### src/rtl/hazard_pkg.sv
// Shared types and constants for the pipeline hazard controller.
// Holds the controller FSM encoding, the hard-wired zero register index,
// the default MDU timeout and the RAW match rule used by every comparator.
package hazard_pkg;

    typedef enum logic [1:0] {
        RUN        = 2'd0,
        MDU_LAUNCH = 2'd1,
        MDU_WAIT   = 2'd2
    } hz_state_t;

    localparam logic [4:0] REG_ZERO            = 5'd0;
    localparam int         MDU_TIMEOUT_DEFAULT = 64;

    // A source conflicts with a writer only when both sides really use x1..x31.
    function automatic logic raw_match(input logic [4:0] rs,
                                       input logic       rs_used,
                                       input logic [4:0] rd,
                                       input logic       rd_en);
        return rs_used && (rs != REG_ZERO) && rd_en && (rd != REG_ZERO) && (rs == rd);
    endfunction

endpackage

### src/rtl/hazard_cmp.sv
// Purely combinational RAW comparator for one source/writer pair.
module hazard_cmp
    import hazard_pkg::*;
(
    input  logic [4:0] i_rs,
    input  logic       i_use,
    input  logic [4:0] i_rd,
    input  logic       i_reg_en,
    output logic       o_match
);

    assign o_match = raw_match(i_rs, i_use, i_rd, i_reg_en);

endmodule

### src/rtl/pipeline_hazard_ctrl.sv
// Interlock and scheduling controller for the 5-stage RV32IM pipeline.
// Stalls ID on RAW hazards (no forwarding), squashes wrong-path fetches on
// taken branches, and freezes the pipeline around the multi-cycle MDU.
// Optional build macro HAZARD_PERF_EN adds three 32-bit performance counters
// (PERF_STALL, PERF_FLUSH, PERF_MDU).
module pipeline_hazard_ctrl
    import hazard_pkg::*;
#(
    parameter int MDU_TIMEOUT    = MDU_TIMEOUT_DEFAULT,
    parameter int WB_WRITE_FIRST = 1
) (
    input  logic        CLK,
    input  logic        RESET,
    input  logic [4:0]  ID_RS1,
    input  logic [4:0]  ID_RS2,
    input  logic        ID_USE_RS1,
    input  logic        ID_USE_RS2,
    input  logic [4:0]  EX_RD,
    input  logic [4:0]  MA_RD,
    input  logic [4:0]  WB_RD,
    input  logic        EX_REG_EN,
    input  logic        MA_REG_EN,
    input  logic        WB_REG_EN,
    input  logic        EX_MDU,
    input  logic        BR_TAKEN,
    input  logic        MDU_DONE,
    output logic        PC_STALL,
    output logic        IFID_STALL,
    output logic        IFID_FLUSH,
    output logic        IDEX_STALL,
    output logic        IDEX_BUBBLE,
    output logic        EXMA_BUBBLE,
    output logic        MDU_START,
`ifdef HAZARD_PERF_EN
    output logic [31:0] PERF_STALL,
    output logic [31:0] PERF_FLUSH,
    output logic [31:0] PERF_MDU,
`endif
    output logic        MDU_ERR
);

    localparam logic [7:0] TIMEOUT_C = 8'(MDU_TIMEOUT);

    hz_state_t  r_state;
    hz_state_t  w_state_next;
    logic [7:0] r_cnt;
    logic [7:0] w_cnt_next;
    logic       r_err;
    logic       r_block;

    logic w_rs1_ex, w_rs2_ex, w_rs1_ma, w_rs2_ma, w_rs1_wb, w_rs2_wb;
    logic w_hz;
    logic w_pc_stall, w_ifid_stall, w_ifid_flush, w_idex_stall;
    logic w_idex_bubble, w_exma_bubble, w_mdu_start;
    logic w_leave_mdu, w_err_set;

    hazard_cmp u_cmp_rs1_ex (.i_rs(ID_RS1), .i_use(ID_USE_RS1), .i_rd(EX_RD), .i_reg_en(EX_REG_EN), .o_match(w_rs1_ex));
    hazard_cmp u_cmp_rs2_ex (.i_rs(ID_RS2), .i_use(ID_USE_RS2), .i_rd(EX_RD), .i_reg_en(EX_REG_EN), .o_match(w_rs2_ex));
    hazard_cmp u_cmp_rs1_ma (.i_rs(ID_RS1), .i_use(ID_USE_RS1), .i_rd(MA_RD), .i_reg_en(MA_REG_EN), .o_match(w_rs1_ma));
    hazard_cmp u_cmp_rs2_ma (.i_rs(ID_RS2), .i_use(ID_USE_RS2), .i_rd(MA_RD), .i_reg_en(MA_REG_EN), .o_match(w_rs2_ma));

    // The WB stage only matters when the register file cannot write ahead of the ID read.
    generate
        if (WB_WRITE_FIRST == 0) begin : g_wb_cmp
            hazard_cmp u_cmp_rs1_wb (.i_rs(ID_RS1), .i_use(ID_USE_RS1), .i_rd(WB_RD), .i_reg_en(WB_REG_EN), .o_match(w_rs1_wb));
            hazard_cmp u_cmp_rs2_wb (.i_rs(ID_RS2), .i_use(ID_USE_RS2), .i_rd(WB_RD), .i_reg_en(WB_REG_EN), .o_match(w_rs2_wb));
        end else begin : g_wb_none
            logic [5:0] w_wb_unused;
            assign w_wb_unused = {WB_RD, WB_REG_EN};
            assign w_rs1_wb    = 1'b0;
            assign w_rs2_wb    = 1'b0;
        end
    endgenerate

    assign w_hz = w_rs1_ex | w_rs2_ex | w_rs1_ma | w_rs2_ma | w_rs1_wb | w_rs2_wb;

    // Next-state and pipeline control decode; branch beats MDU beats RAW stall.
    always_comb begin
        w_state_next  = r_state;
        w_cnt_next    = r_cnt;
        w_pc_stall    = 1'b0;
        w_ifid_stall  = 1'b0;
        w_ifid_flush  = 1'b0;
        w_idex_stall  = 1'b0;
        w_idex_bubble = 1'b0;
        w_exma_bubble = 1'b0;
        w_mdu_start   = 1'b0;
        w_leave_mdu   = 1'b0;
        w_err_set     = 1'b0;
        case (r_state)
            RUN: begin
                if (BR_TAKEN) begin
                    w_ifid_flush  = 1'b1;
                    w_idex_bubble = 1'b1;
                end else if (EX_MDU && !r_block) begin
                    w_mdu_start   = 1'b1;
                    w_pc_stall    = 1'b1;
                    w_ifid_stall  = 1'b1;
                    w_idex_stall  = 1'b1;
                    w_exma_bubble = 1'b1;
                    w_state_next  = MDU_LAUNCH;
                end else if (w_hz) begin
                    w_pc_stall    = 1'b1;
                    w_ifid_stall  = 1'b1;
                    w_idex_bubble = 1'b1;
                end else begin
                    w_state_next  = RUN;
                end
            end
            MDU_LAUNCH: begin
                w_cnt_next = 8'd1;
                if (MDU_DONE) begin
                    w_leave_mdu  = 1'b1;
                    w_state_next = RUN;
                end else begin
                    w_pc_stall    = 1'b1;
                    w_ifid_stall  = 1'b1;
                    w_idex_stall  = 1'b1;
                    w_exma_bubble = 1'b1;
                    w_state_next  = MDU_WAIT;
                end
            end
            MDU_WAIT: begin
                if (MDU_DONE) begin
                    w_leave_mdu  = 1'b1;
                    w_state_next = RUN;
                end else if (r_cnt >= TIMEOUT_C) begin
                    w_leave_mdu  = 1'b1;
                    w_err_set    = 1'b1;
                    w_state_next = RUN;
                end else begin
                    w_pc_stall    = 1'b1;
                    w_ifid_stall  = 1'b1;
                    w_idex_stall  = 1'b1;
                    w_exma_bubble = 1'b1;
                    w_cnt_next    = (r_cnt == 8'hFF) ? r_cnt : (r_cnt + 8'd1);
                end
            end
            default: begin
                w_state_next = RUN;
            end
        endcase
    end

    // Controller state, MDU busy counter, sticky timeout flag and relaunch guard.
    always_ff @(posedge CLK or posedge RESET) begin
        if (RESET) begin
            r_state <= RUN;
            r_cnt   <= 8'd0;
            r_err   <= 1'b0;
            r_block <= 1'b0;
        end else begin
            r_state <= w_state_next;
            r_cnt   <= w_cnt_next;
            r_err   <= r_err | w_err_set;
            r_block <= w_leave_mdu;
        end
    end

    assign PC_STALL    = ~RESET & w_pc_stall;
    assign IFID_STALL  = ~RESET & w_ifid_stall;
    assign IFID_FLUSH  = ~RESET & w_ifid_flush;
    assign IDEX_STALL  = ~RESET & w_idex_stall;
    assign IDEX_BUBBLE = ~RESET & w_idex_bubble;
    assign EXMA_BUBBLE = ~RESET & w_exma_bubble;
    assign MDU_START   = ~RESET & w_mdu_start;
    assign MDU_ERR     = ~RESET & r_err;

`ifdef HAZARD_PERF_EN
    logic [31:0] r_perf_stall;
    logic [31:0] r_perf_flush;
    logic [31:0] r_perf_mdu;

    // Free-running wrap-around event counters for stall, flush and MDU occupancy.
    always_ff @(posedge CLK or posedge RESET) begin
        if (RESET) begin
            r_perf_stall <= 32'd0;
            r_perf_flush <= 32'd0;
            r_perf_mdu   <= 32'd0;
        end else begin
            r_perf_stall <= r_perf_stall + {31'd0, w_pc_stall};
            r_perf_flush <= r_perf_flush + {31'd0, w_ifid_flush};
            r_perf_mdu   <= r_perf_mdu + {31'd0, (r_state != RUN)};
        end
    end

    assign PERF_STALL = r_perf_stall;
    assign PERF_FLUSH = r_perf_flush;
    assign PERF_MDU   = r_perf_mdu;
`endif

endmodule

### config.mk
export PLATFORM = sky130hd
export DESIGN_NAME = pipeline_hazard_ctrl
export DESIGN_NICKNAME = d
export VERILOG_FILES = /design/src/rtl/hazard_pkg.sv /design/src/rtl/hazard_cmp.sv /design/src/rtl/pipeline_hazard_ctrl.sv
export SDC_FILE = /design/constraint.sdc
export NUM_CORES = 1
export LEC_CHECK = 0
export CAP_MARGIN = 40
export CORE_MARGIN = 4
export CORE_UTILIZATION = 45
export DETAILED_ROUTE_END_ITERATION = 7
export PLACE_DENSITY_LB_ADDON = 0.3
export SLEW_MARGIN = 20
export SYNTH_ARGS = -nofsm -noshare
export SYNTH_HDL_FRONTEND = slang
export SYNTH_SLANG_ARGS = --single-unit
### constraint.sdc
create_clock -name CLK -period 3.7 [get_ports CLK]
set_input_delay 0.37 -clock CLK [delete_from_list [all_inputs] [get_ports CLK]]
set_output_delay 0.37 -clock CLK [all_outputs]
set_load 0.01 [all_outputs]
# Yosys cells after proc, flatten, opt, wreduce, memory -nomap -nowiden
# Index checks and enable logic that the tools add are counted.
# classes
n_bitwise	11
n_mux	33
n_eq_ne	13
order_cmp	1
reduce_logical	24
n_addsub	1
# op_table
op	count
2-to-1 mux 8 bit	3
equality test 5 bit	4
nonzero test 5 bit	4
2-to-1 mux 1 bit	19
case mux 8 bit (2 select lines)	1
logical AND 1 bit	15
2-to-1 mux 2 bit	6
adder 8 x 1 -> 8 bit (second input constant)	1
equality test 8 bit (second input constant)	1
greater-or-equal comparator 8 x 7 -> 1 bit (second input constant)	1
!= test 2 bit (second input constant)	4
AND 1 bit	6
!= test 3 bit (second input constant)	2
case mux 1 bit (3 select lines)	2
case mux 2 bit (3 select lines)	1
OR 1 bit	4
AND reduction 4 bit	1
AND reduction 3 bit	1
equality test 2 x 1 -> 1 bit (second input constant)	1
equality test 2 bit (second input constant)	1
zero test 2 bit	1
case mux 1 bit (2 select lines)	1
nonzero test 2 bit	1
zero test 1 bit	1
inverter 1 bit	1
# word_totals
word_cells	87
input_bits	35
regBits	12
output_inout_bits	8

# Longest topological paths before layout
# Gate-level depths: netlist of run 1.
# logic_depth
word_depth	13
ltp_mapped	8
depth_no_buf	8

# Hierarchy
# A second synthesis of run 1 with hierarchy kept.
# hier_totals
cells_unflattened	117
area_unflattened_um2	1042.2
# by_module_without_submodules
module	seq_area_each_um2	area_per_inst_um2	cells_per_inst	n_inst
pipeline_hazard_ctrl	300.3	737.0	77	1
hazard_cmp	0.0	76.3	10	4

# Worst setup path after synthesis of run 1
# Ideal clock, no wire load.
# synth_path
kind	register to output
startpoint	register r_state[0]
endpoint	output port PC_STALL
t_arrival_ns	1.974
required_time_ns	3.330
stages_incl_launch_ff	9
slack_ns	1.356
n_path_buf	1
path_cell_list	dfrtp_1 > inv_1 > ha_1 > nand2b_1 > nor3_2 > nor3b_1 > nor3_1 > a31o_2 > buf_4
# synth_between
elab_chain_cells	3
elab_cells_between_ends	5
classes_between	eq/ne (2); mux (1); bitwise (1); reduce/logical (1)
# synth_rtl
element	line_no	source
start, declared	pipeline_hazard_ctrl.sv:44	hz_state_t r_state;
start signal, assigned	pipeline_hazard_ctrl.sv:153	r_state <= w_state_next;
equality test 2 bit (tied with other cells)	--	
case mux 1 bit (3 select lines) *	--	
AND 1 bit *	--	
end, declared	pipeline_hazard_ctrl.sv:27	output logic PC_STALL,
# Mark *: on every way between the ends. The rest lies on a longest branch, timed or not.

# Worst setup path after layout of run 1
# layout_path
startpoint	input port ID_RS2[1]
endpoint	output port IFID_STALL
# layout_between
elab_chain_cells	13
elab_cells_between_ends	18
classes_between	eq/ne (2); mux (4); bitwise (4); reduce/logical (8)
# layout_rtl
element	line_no	source
start, declared	pipeline_hazard_ctrl.sv:15	input logic [4:0] ID_RS2,
nonzero test 5 bit	hazard_pkg.sv:20	return rs_used && (rs != REG_ZERO) && rd_en && (rd != REG_ZERO) && (rs == rd);
logical AND 1 bit (4 in series)	hazard_pkg.sv:20	
OR 1 bit (2 in series)	pipeline_hazard_ctrl.sv:75	assign w_hz = w_rs1_ex | w_rs2_ex | w_rs1_ma | w_rs2_ma | w_rs1_wb | w_rs2_wb;
OR 1 bit *	pipeline_hazard_ctrl.sv:75	
2-to-1 mux 1 bit *	pipeline_hazard_ctrl.sv:102	end else if (w_hz) begin
2-to-1 mux 1 bit *	pipeline_hazard_ctrl.sv:95	end else if (EX_MDU && !r_block) begin
2-to-1 mux 1 bit *	pipeline_hazard_ctrl.sv:92	if (BR_TAKEN) begin
case mux 1 bit (3 select lines) *	pipeline_hazard_ctrl.sv:90	case (r_state)
AND 1 bit *	pipeline_hazard_ctrl.sv:161	assign IFID_STALL = ~RESET & w_ifid_stall;
end, declared	pipeline_hazard_ctrl.sv:28	output logic IFID_STALL,
# Marks and branches as above.

==> results_dict.tcl, run 1 <==
set metrics [dict create \
    status "finished, final reports clean" \
    wirelength_um 2542 \
    finClkSkew_ns 0.003020 \
    htree_levels 1 \
    clock_latency_ns 0.28 \
    synthArstFlopShare 1.000 \
    yosysTopAreaCell "dfrtp_1" \
    ys_types 36 \
    placed_area_mm2 0.001398 \
    switching_share 0.3601 \
    timing.final.ws_setup_ns 0.6086 \
    firstDrtPassIters 4 \
    finalHoldViolCount 0 \
    dpl_worst_slack_ns 0.5990 \
    clkSinkCount 12 \
    fp.dieW_um 55.49 \
    die_height_um 55.49 \
    yosys.area_share.xor_xnor 0.2158 \
    drt_iter0_markers 21 \
    fin_crit_sh 0.8355 \
    fmax_mhz 323.5 \
    dieArea_mm2 0.003079 \
    grt_first_pass_wirelength_um 4436 \
    grt_overflow 0 \
    cp-start-kind "input port" \
    io_pins 43 \
    ys.flop_type "dfrtp_1" \
    cp_max_fo 3 \
    synth_top_family_by_area "simple AND/OR/NAND/NOR gates" \
    ys_ff_latch 12 \
    required_ns 3.33 \
    clock_power_share 0.191 \
    cts_tree "yes" \
    cts_setup_buffers 0 \
    final-setup-viol-count 0 \
    end_kind "primary output" \
    synthTopCellsByCount "xnor2_1, dfrtp_1, xor2_1" \
    setup_tns_ns 0 \
    max-cap-violations 0 \
    seq_power_share 0.298 \
    grt_pass1_vias 982 \
    place_hpwl_um 2083 \
    synth_most_common_cell "xnor2_1" \
    diodes 0 \
    drive_above_1_share 0.09459 \
    reg2regPathDepth 7 \
    syn_inst 110 \
    route.detailed.wl_per_inst_um 14.53 \
    synth_area_leaders "dfrtp_1, xnor2_1, xor2_1" \
    internal_power_mw 0.3604 \
    io_buffers 36 \
    root_buffer "clkbuf_4" \
    clockBufferDepth 2 \
    vias_per_cell 5.371 \
    synthAdderAreaFrac 0.06165 \
    cp_data_arrival_time_ns 2.72 \
    rsz0062_at_grt "false" \
    fin_nets 189 \
    switching_power_mw 0.2029 \
    start_util 0.4969 \
    clk_pin_slew_ns 0.08 \
    crit_type "input port to primary output" \
    synth-seq-area-share 0.2959 \
    rows 16 \
    p_comb_frac 0.512 \
    drc 0 \
    tightest_slew_ns 0.4759 \
    muxShareOfSynthArea 0.02466 \
    vdd_drop_max_mv 0.3157 \
    slew-limit-headroom 0.6821 \
    min_path_type "flop to flop" \
    grt_antenna_before_repair 0 \
    synth_compound_area_frac 0.1270 \
    synth_nets 150 \
    final_cell_area_mm2 0.001434 \
    finalCriticalPeriod_ns 3.091 \
    synth_area_mm2 0.001015 \
    whs_path_depth 1 \
    power_density_mw_per_mm2 392.9 \
    slew_viol_final 0 \
    cellLeakagePower_nw 0.5928 \
    yosysTopAreaCellShare 0.2959 \
    grt_max_degree 13 \
    core_mm2 0.002042 \
    ys_warn_count 0 \
    cts_hold_buf 0 \
    cts.repair.resized 0 \
    synth-simple-area-share 0.2454 \
    ant_nets 0 \
    vias 940 \
    cts_buffers 3 \
    gp_congestion 0.7907 \
    area_growth_pct 41.31 \
    synth_edf_count 0 \
    avgSynthCellArea_um2 9.225 \
    track_usage 0.1759 \
]
## path summary, 6_finish.rpt
path / start / endpoint / slack [ns]
max: ID_RS2[1] / IFID_STALL / 0.61
min reg2reg: r_err / r_err / 0.47
max reg2reg: r_state[1] / r_cnt[5] / 1.76
max in group asynchronous: RESET / r_err / 2.79
min: r_err / r_err / 0.47
min in group asynchronous: RESET / r_cnt[0] / 0.60
## final cells by class
class / count / area, um2
tap: 27 / 33.78
timing repair buffer: 37 / 367.9
sequential: 12 / 300.3
clock buffer: 4 / 36.28
multi-input combinational: 92 / 684.4
fill: 169 / 608.1
inverter: 3 / 11.26
## registers in the layout, indices dropped and copies added (netlist names)
signal and flops:
r_block 1, r_cnt 8, r_err 1, r_state 2
## metal layers
layer / global-route usage / vias to the layer above / part of all wire
met3: 0.04429 / 5 / 0.059
met5: 0 / - / 0
met1: 0.2175 / 443 / 0.45
met4: 0.05903 / 0 / 0.013
met2: 0.2956 / 28 / 0.48
li1: - / 464 / -
## cells by family after synthesis
logic type | after synthesis
compound gates | 14
xor+xnor | 25
mux | 2
fa+ha+maj | 5
buf+inv | 6
flops | 12
simple gates | 46
## stage by stage
| stage | util | power, mW | hold slack [ns] | std cells |
|---|---|---|---|---|
| after floorplan | - | 0.3552 | 0.2347 | 110 |
| after global placement | 0.6844 | 0.4487 | 0.4554 | 171 |
| after detailed placement | 0.6844 | 0.4575 | 0.4616 | 171 |
| after CTS | 0.7022 | 0.5665 | 0.4798 | 175 |
| after global routing | 0.7022 | 0.6026 | 0.4928 | 175 |
| final | 0.7022 | 0.5633 | 0.4738 | 175 |
## critical path, cell delays in order
cell and delay, ns:
clkdlybuf4s50_1 0.48, or4_1 0.56, o21ai_2 0.16, nor4_1 0.09, o221ai_1 0.23, nand2_2 0.13
a31o_2 0.23, clkdlybuf4s50_1 0.48
## power by group through the flow
stage	clock (mW)	combinational, mW	sequential (mW)
2_1_floorplan	0	0.189	0.166
3_3_place_gp	0	0.280	0.169
3_5_place_dp	0	0.287	0.170
4_1_cts	0.108	0.291	0.168
5_1_grt	0.112	0.320	0.171
6_report	0.107	0.288	0.168
## placed cells by master (no fill, tap or decap), types with 2 or more instances in the layout
master	n
nor2_1	10
nand3_1	5
ha_1	5
xor2_1	11
or4_2	2
nor4_1	4
clkbuf_4	3
or4_1	2
xnor2_1	14
nand2b_1	2
o21ai_2	2
clkdlybuf4s50_1	36
inv_1	3
o221ai_1	2
nor2b_1	3
nand2_1	9
and2b_1	3
dfrtp_1	12
(Power assumes the default switching activity.)
==> inputs of run 2 (changes only) <==
--- a/config.mk
+++ b/config.mk
@@ -7,7 +7,7 @@
 export LEC_CHECK = 0
 export CAP_MARGIN = 40
 export CORE_MARGIN = 4
-export CORE_UTILIZATION = 45
+export CORE_UTILIZATION = 42
 export DETAILED_ROUTE_END_ITERATION = 7
 export PLACE_DENSITY_LB_ADDON = 0.3
 export SLEW_MARGIN = 20
==> constraint.sdc (replaced) <==
create_clock -name CLK -period 3.1 [get_ports CLK]
set_input_delay 0.31 -clock CLK [delete_from_list [all_inputs] [get_ports CLK]]
set_output_delay 0.31 -clock CLK [all_outputs]
set_load 0.01 [all_outputs]
==> run 2 against run 1 <==
  * Setup slack worse by 0.43 ns
  * Combinational power is 19% higher
  * Sequential share of layout area up 0.18 points
  * Design area fell by 0.87%
  * Count of clock-buffer cells in the layout shrank 1
  * First-iteration DRC count increased by 19%
  * Hold slack better by 0.015 ns
  * Via count fell by 2.8%
  * Largest power group unchanged
==> results_dict.tcl, run 2 (synthesis gave the netlist of run 1 again) <==
set metrics [dict create \
    use_met3 0.03620 \
    max-cap-violations 0 \
    crit_top_cell "clkdlybuf4s50_1" \
    use_met2 0.2773 \
    cp-start-kind "input port" \
    vdd_drop_max_mv 0.2951 \
    grt_busiest_layer "met2" \
    fin_nets 189 \
    internal_power_mw 0.4039 \
    grt_antenna_before_repair 0 \
    use_met1 0.1986 \
    cts.repair.resized 0 \
    vias 914 \
    filler_cell_count 197 \
    finalCriticalPeriod_ns 2.925 \
    clock_latency_ns 0.27 \
    slew_viol_final 0 \
    final-setup-viol-count 0 \
    grt_first_pass_wirelength_um 4271 \
    switching_power_mw 0.2322 \
    cellLeakagePower_nw 0.5856 \
    cp_max_fo 3 \
    p_comb_frac 0.538 \
    fp.dieW_um 57.15 \
    end_kind "primary output" \
    diodes 0 \
    start_util 0.4501 \
    area_growth_pct 40.07 \
    place_hpwl_um 2027 \
    wirelength_um 2428 \
    cts_buffers 3 \
    gp_congestion 0.8609 \
    power_density_mw_per_mm2 447.5 \
    clock_power_share 0.148 \
    cts_setup_buffers 0 \
    clk_pin_slew_ns 0.07 \
    dp_cells 172 \
    crit_type "input port to primary output" \
    status "finished, final reports clean" \
    switching_share 0.3650 \
    finClkSkew_ns 0.0004059 \
    clkSinkCount 12 \
    route.detailed.wl_per_inst_um 13.87 \
    regMostFlops "r_cnt" \
    firstDrtPassIters 4 \
    grt_pass1_vias 962 \
    crit_chain "clkdlybuf4s50_1 -> or4_1 -> o21ai_2 -> nor4_1 -> o221ai_1 -> nand2_2 -> a31o_2 -> clkdlybuf4s50_1" \
    seq_power_share 0.314 \
    grt_max_degree 13 \
    instances_no_fill 175 \
    cts_hold_buf 0 \
    most-common-layout-cells "clkdlybuf4s50_1, xnor2_1, dfrtp_1, xor2_1, nor2_1" \
    clockBufferDepth 2 \
    timing.final.ws_setup_ns 0.1746 \
    root_buffer "clkbuf_4" \
    htree_levels 1 \
    ant_nets 0 \
    rsz0062_at_grt "false" \
    finalHoldViolCount 0 \
    largest_reg_flops 8 \
    slew-limit-headroom 0.6962 \
    top_regs "r_cnt: 8 flops, r_state: 2 flops" \
    track_usage 0.1612 \
    setup_tns_ns 0 \
    rows 17 \
    drc 0 \
    io_buffers 36 \
    mostFrequentLayoutCell "clkdlybuf4s50_1" \
    drt_iter0_markers 25 \
    grt_overflow 0 \
    die_height_um 57.15 \
    cts_tree "yes" \
    post-route-util 0.6304 \
    tightest_slew_ns 0.4553 \
    cp_slowest_cell "or4_1" \
    required_ns 2.79 \
    slowest_delay_ns 0.55 \
    cp_data_arrival_time_ns 2.62 \
    vias_per_cell 5.223 \
    min_path_type "flop to flop" \
    fmax_mhz 341.8 \
    drive_above_1_share 0.08844 \
    core_mm2 0.002255 \
    dpl_worst_slack_ns 0.1769 \
    fin_crit_sh 0.9437 \
    hold_slack_ns 0.4886 \
    io_pins 43 \
    dieArea_mm2 0.003266 \
]
## run 2: changes by cell type in the layout (fill, tap and decap cells not counted)
cell | before | now
clkbuf_8 | 1 | 0
## run 2: per-layer routing
layer | routed length, um | vias to the layer above | part of all wire
met5 | 0 | - | 0
met4 | 29 | 0 | 0.012
met3 | 132 | 6 | 0.054
met2 | 1195 | 27 | 0.49
met1 | 1070 | 421 | 0.44
li1 | - | 460 | -
## run 2: cell type report
type	instances	area (um2)	share of cell area
multi-input combinational	92	684.4	0.4815
sequential	12	300.3	0.2113
tap	28	35.03	0.02465
inverter	3	11.26	0.007923
timing repair buffer	37	367.9	0.2588
clock buffer	3	22.52	0.01585
## run 2: worst max-delay path: cells and delay by family
kind	cells	cell delay (ns)
AO/OA/AOI/OAI	3	0.60
AND/OR/NAND/NOR	3	0.76
buffers and inverters	2	0.94
## run 2: through the flow
step                      power [mW]  area (um2)
after floorplan               0.4239        1015
after global placement        0.5375        1399
after detailed placement      0.5451        1399
after CTS                     0.6455        1421
after global routing          0.6868        1421
final                         0.6361        1421
## run 2: path summary, 6_finish.rpt
kind	startpoint	to	slack [ns]	cells after the start
worst max-delay path	ID_RS1[1]	IFID_STALL	0.17	8
max in group asynchronous	RESET	r_state[0]	2.26	2
worst min-delay path	r_err	r_err	0.49	1
worst min register to register	r_err	r_err	0.49	1
worst max register to register	r_state[1]	r_cnt[5]	1.18	7
min in group asynchronous	RESET	r_block	0.53	2
## run 2: power groups by stage
stage,sequential (mW),clock [mW],combinational (mW)
final,0.200,0.0940,0.342
after global routing,0.203,0.109,0.375
after CTS,0.199,0.100,0.346
after detailed placement,0.202,0,0.343
after global placement,0.201,0,0.337
after floorplan,0.198,0,0.226
==> inputs of run 3 (changes only) <==
--- a/config.mk
+++ b/config.mk
@@ -5,10 +5,12 @@
 export SDC_FILE = /design/constraint.sdc
 export NUM_CORES = 1
 export LEC_CHECK = 0
+export ABC_CLOCK_PERIOD_IN_PS = 3100
 export CAP_MARGIN = 40
 export CORE_MARGIN = 4
 export CORE_UTILIZATION = 42
 export DETAILED_ROUTE_END_ITERATION = 7
+export HOLD_SLACK_MARGIN = 0.12
 export PLACE_DENSITY_LB_ADDON = 0.3
 export SLEW_MARGIN = 20
 export SYNTH_ARGS = -nofsm -noshare
==> results of run 3 <==
No change in the layout: final DEF, timing and power equal those of run 2.
